## config.mk

```make
export PLATFORM = sky130hd
export DESIGN_NAME = router_wr_framer
export DESIGN_NICKNAME = d
export VERILOG_FILES = /design/src/rtl/router_wr_framer.sv
export SDC_FILE = /design/constraint.sdc
export NUM_CORES = 1
export LEC_CHECK = 0
export ABC_CLOCK_PERIOD_IN_PS = 5700
export CORE_MARGIN = 2
export CORE_UTILIZATION = 45
export DETAILED_ROUTE_END_ITERATION = 6
export GPL_TIMING_DRIVEN = 0
export HOLD_SLACK_MARGIN = 0.05
export MAX_ROUTING_LAYER = met4
export PLACE_DENSITY_LB_ADDON = 0.08
export SLEW_MARGIN = 5
export SYNTH_ARGS = -nofsm -noshare
export SYNTH_HDL_FRONTEND = slang
export SYNTH_SLANG_ARGS = --single-unit
```

## constraint.sdc

```tcl
create_clock -name clock -period 5.7 [get_ports clock]
set_clock_uncertainty 0.15 [all_clocks]
set_input_delay 1.14 -clock clock [delete_from_list [all_inputs] [get_ports clock]]
set_output_delay 1.14 -clock clock [all_outputs]
set_load 0.03 [all_outputs]
```

## src/rtl/router_wr_framer.sv

```systemverilog
// Store-and-forward write-side packet framer for the 1xN router: buffers a payload, then emits header/payload/parity.
// Optional post-packet error monitoring is enabled by defining ROUTER_WR_FRAMER_ERR_CNT_EN.
module router_wr_framer #(
   parameter int ADDR_W   = 2,
   parameter int LEN_W    = 6,
   parameter int DATA_W   = 8,
   parameter int ERR_WAIT = 3
) (
   input  logic              clock,
   input  logic              resetn,
   input  logic              cmd_valid,
   output logic              cmd_ready,
   input  logic [ADDR_W-1:0] cmd_addr,
   input  logic [LEN_W-1:0]  cmd_len,
   input  logic              pl_valid,
   output logic              pl_ready,
   input  logic [DATA_W-1:0] pl_data,
   output logic              pkt_valid,
   output logic [DATA_W-1:0] data_in,
   input  logic              busy,
   input  logic              error,
   output logic              pkt_done,
   output logic [7:0]        err_cnt
);

   localparam int DEPTH = (2 ** LEN_W) - 1;

   typedef enum logic [2:0] {
      S_IDLE,
      S_LOAD,
      S_HDR,
      S_BODY,
      S_PAR
`ifdef ROUTER_WR_FRAMER_ERR_CNT_EN
      , S_CHK
`endif
   } state_t;

   state_t            r_state;
   logic [ADDR_W-1:0] r_addr;
   logic [LEN_W-1:0]  r_len;
   logic [LEN_W-1:0]  r_wptr;
   logic [LEN_W-1:0]  r_rptr;
   logic [DATA_W-1:0] r_parity;
   logic [DATA_W-1:0] r_data;
   logic              r_valid;
   logic              r_cmd_ready;
   logic              r_pl_ready;
   logic              r_done;
   logic [DATA_W-1:0] r_buf [DEPTH];

   logic              w_cmd_fire;
   logic              w_pl_fire;
   logic              w_last_wr;
   logic [DATA_W-1:0] w_hdr_cmd;
   logic [DATA_W-1:0] w_hdr_reg;

   assign w_cmd_fire = cmd_valid & r_cmd_ready;
   assign w_pl_fire  = pl_valid & r_pl_ready;
   assign w_last_wr  = ((r_wptr + LEN_W'(1)) == r_len);
   assign w_hdr_cmd  = DATA_W'({cmd_len, cmd_addr});
   assign w_hdr_reg  = DATA_W'({r_len, r_addr});

`ifdef ROUTER_WR_FRAMER_ERR_CNT_EN
   localparam int CHK_W = (ERR_WAIT > 1) ? $clog2(ERR_WAIT) : 1;
   logic [CHK_W-1:0] r_chk_cnt;
   logic             r_err_seen;
   logic [7:0]       r_err_cnt;
   assign err_cnt = r_err_cnt;
`else
   logic w_unused_err;
   assign w_unused_err = error & (ERR_WAIT != 0);
   assign err_cnt      = 8'd0;
`endif

   assign cmd_ready = r_cmd_ready;
   assign pl_ready  = r_pl_ready;
   assign pkt_valid = r_valid;
   assign data_in   = r_data;
   assign pkt_done  = r_done;

   // Payload storage carries no reset so it maps onto block RAM.
   always_ff @(posedge clock) begin
      if (w_pl_fire) begin
         r_buf[r_wptr] <= pl_data;
      end
   end

   always_ff @(posedge clock or negedge resetn) begin
      if (!resetn) begin
         r_state     <= S_IDLE;
         r_addr      <= '0;
         r_len       <= '0;
         r_wptr      <= '0;
         r_rptr      <= '0;
         r_parity    <= '0;
         r_data      <= '0;
         r_valid     <= 1'b0;
         r_cmd_ready <= 1'b0;
         r_pl_ready  <= 1'b0;
         r_done      <= 1'b0;
`ifdef ROUTER_WR_FRAMER_ERR_CNT_EN
         r_chk_cnt   <= '0;
         r_err_seen  <= 1'b0;
         r_err_cnt   <= '0;
`endif
      end else begin
         r_done <= 1'b0;
         case (r_state)
            S_IDLE: begin
               r_wptr <= '0;
               r_rptr <= '0;
               if (w_cmd_fire) begin
                  r_addr      <= cmd_addr;
                  r_len       <= cmd_len;
                  r_parity    <= w_hdr_cmd;
                  r_cmd_ready <= 1'b0;
                  if (cmd_len == '0) begin
                     r_state <= S_HDR;
                     r_data  <= w_hdr_cmd;
                     r_valid <= 1'b1;
                  end else begin
                     r_state    <= S_LOAD;
                     r_pl_ready <= 1'b1;
                  end
               end else begin
                  r_cmd_ready <= 1'b1;
               end
            end

            S_LOAD: begin
               if (w_pl_fire) begin
                  r_wptr   <= r_wptr + LEN_W'(1);
                  r_parity <= r_parity ^ pl_data;
                  if (w_last_wr) begin
                     r_pl_ready <= 1'b0;
                     r_state    <= S_HDR;
                     r_data     <= w_hdr_reg;
                     r_valid    <= 1'b1;
                  end
               end
            end

            S_HDR: begin
               if (!busy) begin
                  if (r_len != '0) begin
                     r_state <= S_BODY;
                     r_data  <= r_buf[r_rptr];
                     r_rptr  <= r_rptr + LEN_W'(1);
                  end else begin
                     r_state <= S_PAR;
                     r_data  <= r_parity;
                     r_valid <= 1'b0;
                  end
               end
            end

            // r_rptr is always one ahead of the byte currently on data_in.
            S_BODY: begin
               if (!busy) begin
                  if (r_rptr == r_len) begin
                     r_state <= S_PAR;
                     r_data  <= r_parity;
                     r_valid <= 1'b0;
                  end else begin
                     r_data <= r_buf[r_rptr];
                     r_rptr <= r_rptr + LEN_W'(1);
                  end
               end
            end

            S_PAR: begin
               if (!busy) begin
                  r_data <= '0;
`ifdef ROUTER_WR_FRAMER_ERR_CNT_EN
                  r_state    <= S_CHK;
                  r_chk_cnt  <= '0;
                  r_err_seen <= 1'b0;
`else
                  r_state     <= S_IDLE;
                  r_done      <= 1'b1;
                  r_cmd_ready <= 1'b1;
`endif
               end
            end

`ifdef ROUTER_WR_FRAMER_ERR_CNT_EN
            S_CHK: begin
               r_err_seen <= r_err_seen | error;
               if (r_chk_cnt == CHK_W'(ERR_WAIT - 1)) begin
                  r_state     <= S_IDLE;
                  r_done      <= 1'b1;
                  r_cmd_ready <= 1'b1;
                  if ((r_err_seen | error) && (r_err_cnt != 8'hFF)) begin
                     r_err_cnt <= r_err_cnt + 8'd1;
                  end
               end else begin
                  r_chk_cnt <= r_chk_cnt + CHK_W'(1);
               end
            end
`endif

            default: begin
               r_state <= S_IDLE;
            end
         endcase
      end
   end

endmodule

```

==> metrics.md <==
| Metric | Value |
|---|---|
| Status | complete, no violations |
| Worst R2R Start | r_rptr[1] |
| Minimum clock period | 3.60 ns |
| PostCTS Resize Cnt | 0 |
| Post-CTS Setup Repair Bufs | 0 |
| PortBufs | 31 |
| Post-synthesis cell type count | 69 |
| Avg WL per Cell | 28.8 um |
| P per Cell Area | 442 nW/um^2 |
| Register bit total from synthesis | 547 |
| Gate Count Post-Synth | 1,241 |
| Via count | 12,113 |
| RSZ-0062 raised after global routing | false |
| Drt initial violations | 1,475 |
| Reg clk slew, reported paths | 0.06 ns |
| CP required | 6.01 ns |
| Chip Height | 227 um |
| Part of the power in registers | 0.413 |
| Post-synth top area share | 0.677 |
| Largest net degree at the start of global routing | 50 |
| Clock network power share | 0.338 |
| Nets@finish | 1,372 |
| Post-Syn Area per Cell | 18.0 sq um |
| Pins Over Slew Limit | 0 |
| Post-synth top area cell | edfxtp_1 |
| Starting Density | 0.457 |
| Internal power | 7.97 mW |
| Core area | 49,000 sq um |
| Worst-Margin Slew | 1.08 ns |
| Buffer depth of the longest clock path | 3 |
| 1st-pass router iterations | 5 |
| I/O Pins | 42 |
| Rows | 81 |
| Final wirelength | 59,300 um |
| Routability cong. | 0.899 |
| Ranking of synthesized cells by area | edfxtp_1, mux4_2, dfrtp_1, mux2i_1, nor2_1 |
| Slack of the critical path | 2.10 ns |
| CTS Buf Count | 58 |
| Type of destination of the critical path | register |
| R2R depth | 9 |
| Layout cell share with drive strength beyond 1 | 0.193 |
| Number of synthesized flops with an enable pin | 504 |
| Top FF cell, synth | edfxtp_1 |
| Area growth syn-to-layout | 14.5% |
| Critical path peak fanout | 10 |
| Post-synthesis sequential area ratio | 0.725 |
| Most frequent cells in the layout | edfxtp_1, nor2_1, mux4_2, mux2i_1, clkbuf_16 |
| Clock sinks | 547 |
| Die area | 51,500 sq um |
| Switching Share | 0.296 |
| Critical R2R Capture | data_in[4] |
| Most common cell after layout, fill and taps aside | edfxtp_1 |
| Hold crit path type | input port to asynchronous set/reset pin |
| Worst Path Arrival | 3.92 ns |
| Endpoints failing hold | 0 |
| Leak | 8.27 nW |
| Final setup violating endpoints | 0 |
| Dpl ws | 1.58 ns |
| Yosys warning count | 0 |
| Clk Latency, worst-skew pair | 0.61 ns |
| Fin crit share | 0.632 |
| Mapped Area | 22,400 sq um |
| H-Tree Depth | 2 |
| Hold-fix buffers at CTS | 0 |
| Maximum vdd drop | 0.000247 V |
| Slowest cell on the critical path | buf_2 |
| TritonCTS clock tree | built |
| NetSw | 3.35 mW |
| Crit Path Category | register to register |
| DP HPWL | 40,100 um |
| Kind of start point of the critical path | register |
| Synth async-reset ratio | 0.0786 |
| Fmax | 277 MHz |
| Cell mode on critical path | buf_2 |
| Max Cap Viol | 0 |
| Rel. slew slack | 0.278 |
| Number of global-route vias before repair | 12,034 |
| Remaining Overflow, GRT | 0 |
| Chip width | 227 um |
| GRT Overall Usage | 0.244 |
| First-pass GRT wire length | 85,700 um |
| Worst path max stage delay | 0.45 ns |
| Comb power frac | 0.249 |
| Post-DRT Antenna Nets | 0 |
| CTS Root Cell | clkbuf_16 |
| CP Cell Sequence | buf_2 -> buf_4 -> buf_2 -> buf_2 -> mux4_2 -> a22oi_1 -> a21oi_1 -> a222oi_1 -> a211oi_1 |
| Total Negative Setup Slacks | 0 ns |
| Via density | 5.88 |
| Reg-to-reg slack, setup | 2.10 ns |
| DRC | 0 |
| Initial antenna violation count | 0 |
## per-stage QoR
stage          power [mW]   util  hold WS [ns]  std cells  area (sq um)
2_1_floorplan        6.55      -         0.320       1248         22400
3_3_place_gp         7.58  0.481         0.340       1943         23500
3_5_place_dp         7.59  0.483         0.346       1952         23700
4_1_cts              11.4  0.523         0.269       2058         25600
5_1_grt              11.7  0.523         0.294       2058         25600
6_report             11.3  0.523         0.292       2059         25600
## synth_stat cells (3+ instances only)
library cell  instances
a2111oi_1             4
a211oi_1             29
a211oi_2              7
a21oi_1              20
a222oi_1              7
a22o_1                9
a22oi_1              13
and2_1                5
and3_1                3
and4b_1               5
buf_2                25
buf_4                17
buf_6                10
buf_8                 3
clkbuf_1             15
dfrtp_1              43
edfxtp_1            504
inv_1                 7
mux2_2               15
mux2i_1              67
mux4_1               13
mux4_2               77
nand2_1              40
nand2b_1              9
nand3_1              17
nand3b_1              3
nor2_1              102
nor2b_1               6
nor3_1               13
nor3b_1               7
o211ai_1              6
o21ai_0              38
o221ai_1             16
o22ai_1              15
o31ai_1               3
or3_1                 4
or4_1                 3
xnor2_1              11
xor2_1               10
## how the worst max path moves through the flow
stage	startpoint	endpoint	slack, ns	cells past startpoint
floorplan	pl_valid	data_in[6]	2.80	6
global placement	pl_data[3]	r_buf[38][3]	1.39	1
detailed placement	pl_valid	r_buf[38][7]	1.58	5
CTS	r_rptr[1]	data_in[7]	2.12	8
global route	r_rptr[1]	data_in[4]	2.01	9
finish	r_rptr[1]	data_in[4]	2.10	9
## layer usage
metal	track usage	wire length (um)	up-vias
met5	-	0	-
met4	0.0649	1200	0
met3	0.0336	3420	74
met2	0.363	27200	418
met1	0.356	27500	6378
li1	-	-	5243
## worst max-delay path: cells and delay by family, from the launching register on
family	cells	cell delay, ns
compound gates	4	1.15
buf+inv	4	1.43
mux	1	0.37
flops	1	0.34
## kinds of logic (layout without fill, tap and decap cells)
kind of cell,Yosys count,count (layout),synth area share
XOR/XNOR,21,21,0.00823
other,1,9,0.000168
buffers and inverters,86,232,0.0262
flip-flops,547,547,0.725
adder cells (fa/ha/maj),2,2,0.00112
AO/OA/AOI/OAI,184,184,0.0597
AND/OR/NAND/NOR,228,228,0.0491
multiplexers,172,172,0.130
## sequential cells by signal, summed over array words and instances, names as in the netlist
name,flops
cmd_ready,1
data_in,8
pkt_done,1
pkt_valid,1
pl_ready,1
r_addr,2
r_buf,504
r_len,6
r_parity,8
r_rptr,6
r_state,3
r_wptr,6
## power by group through the flow
stage / logic (mW) / clock network [mW] / registers, mW
after floorplan: 1.77 / 0 / 4.78
after global placement: 2.81 / 0 / 4.76
after detailed placement: 2.83 / 0 / 4.76
after CTS: 2.84 / 3.88 / 4.67
after global routing: 3.00 / 4.04 / 4.69
final: 2.82 / 3.83 / 4.68
## cell type report
class                   count  area [sq um]
inverters                   8          30.0
multi-input cells         615          5590
clock inverters            31           328
flip-flops and latches    547         16200
fillers                  3946         23400
clock buffers              75          1610
well taps                 664           831
repair buffers             40           445
plain buffers              78           557
diodes                      1          2.50
Note: power is estimated with default switching activity, not from simulation.
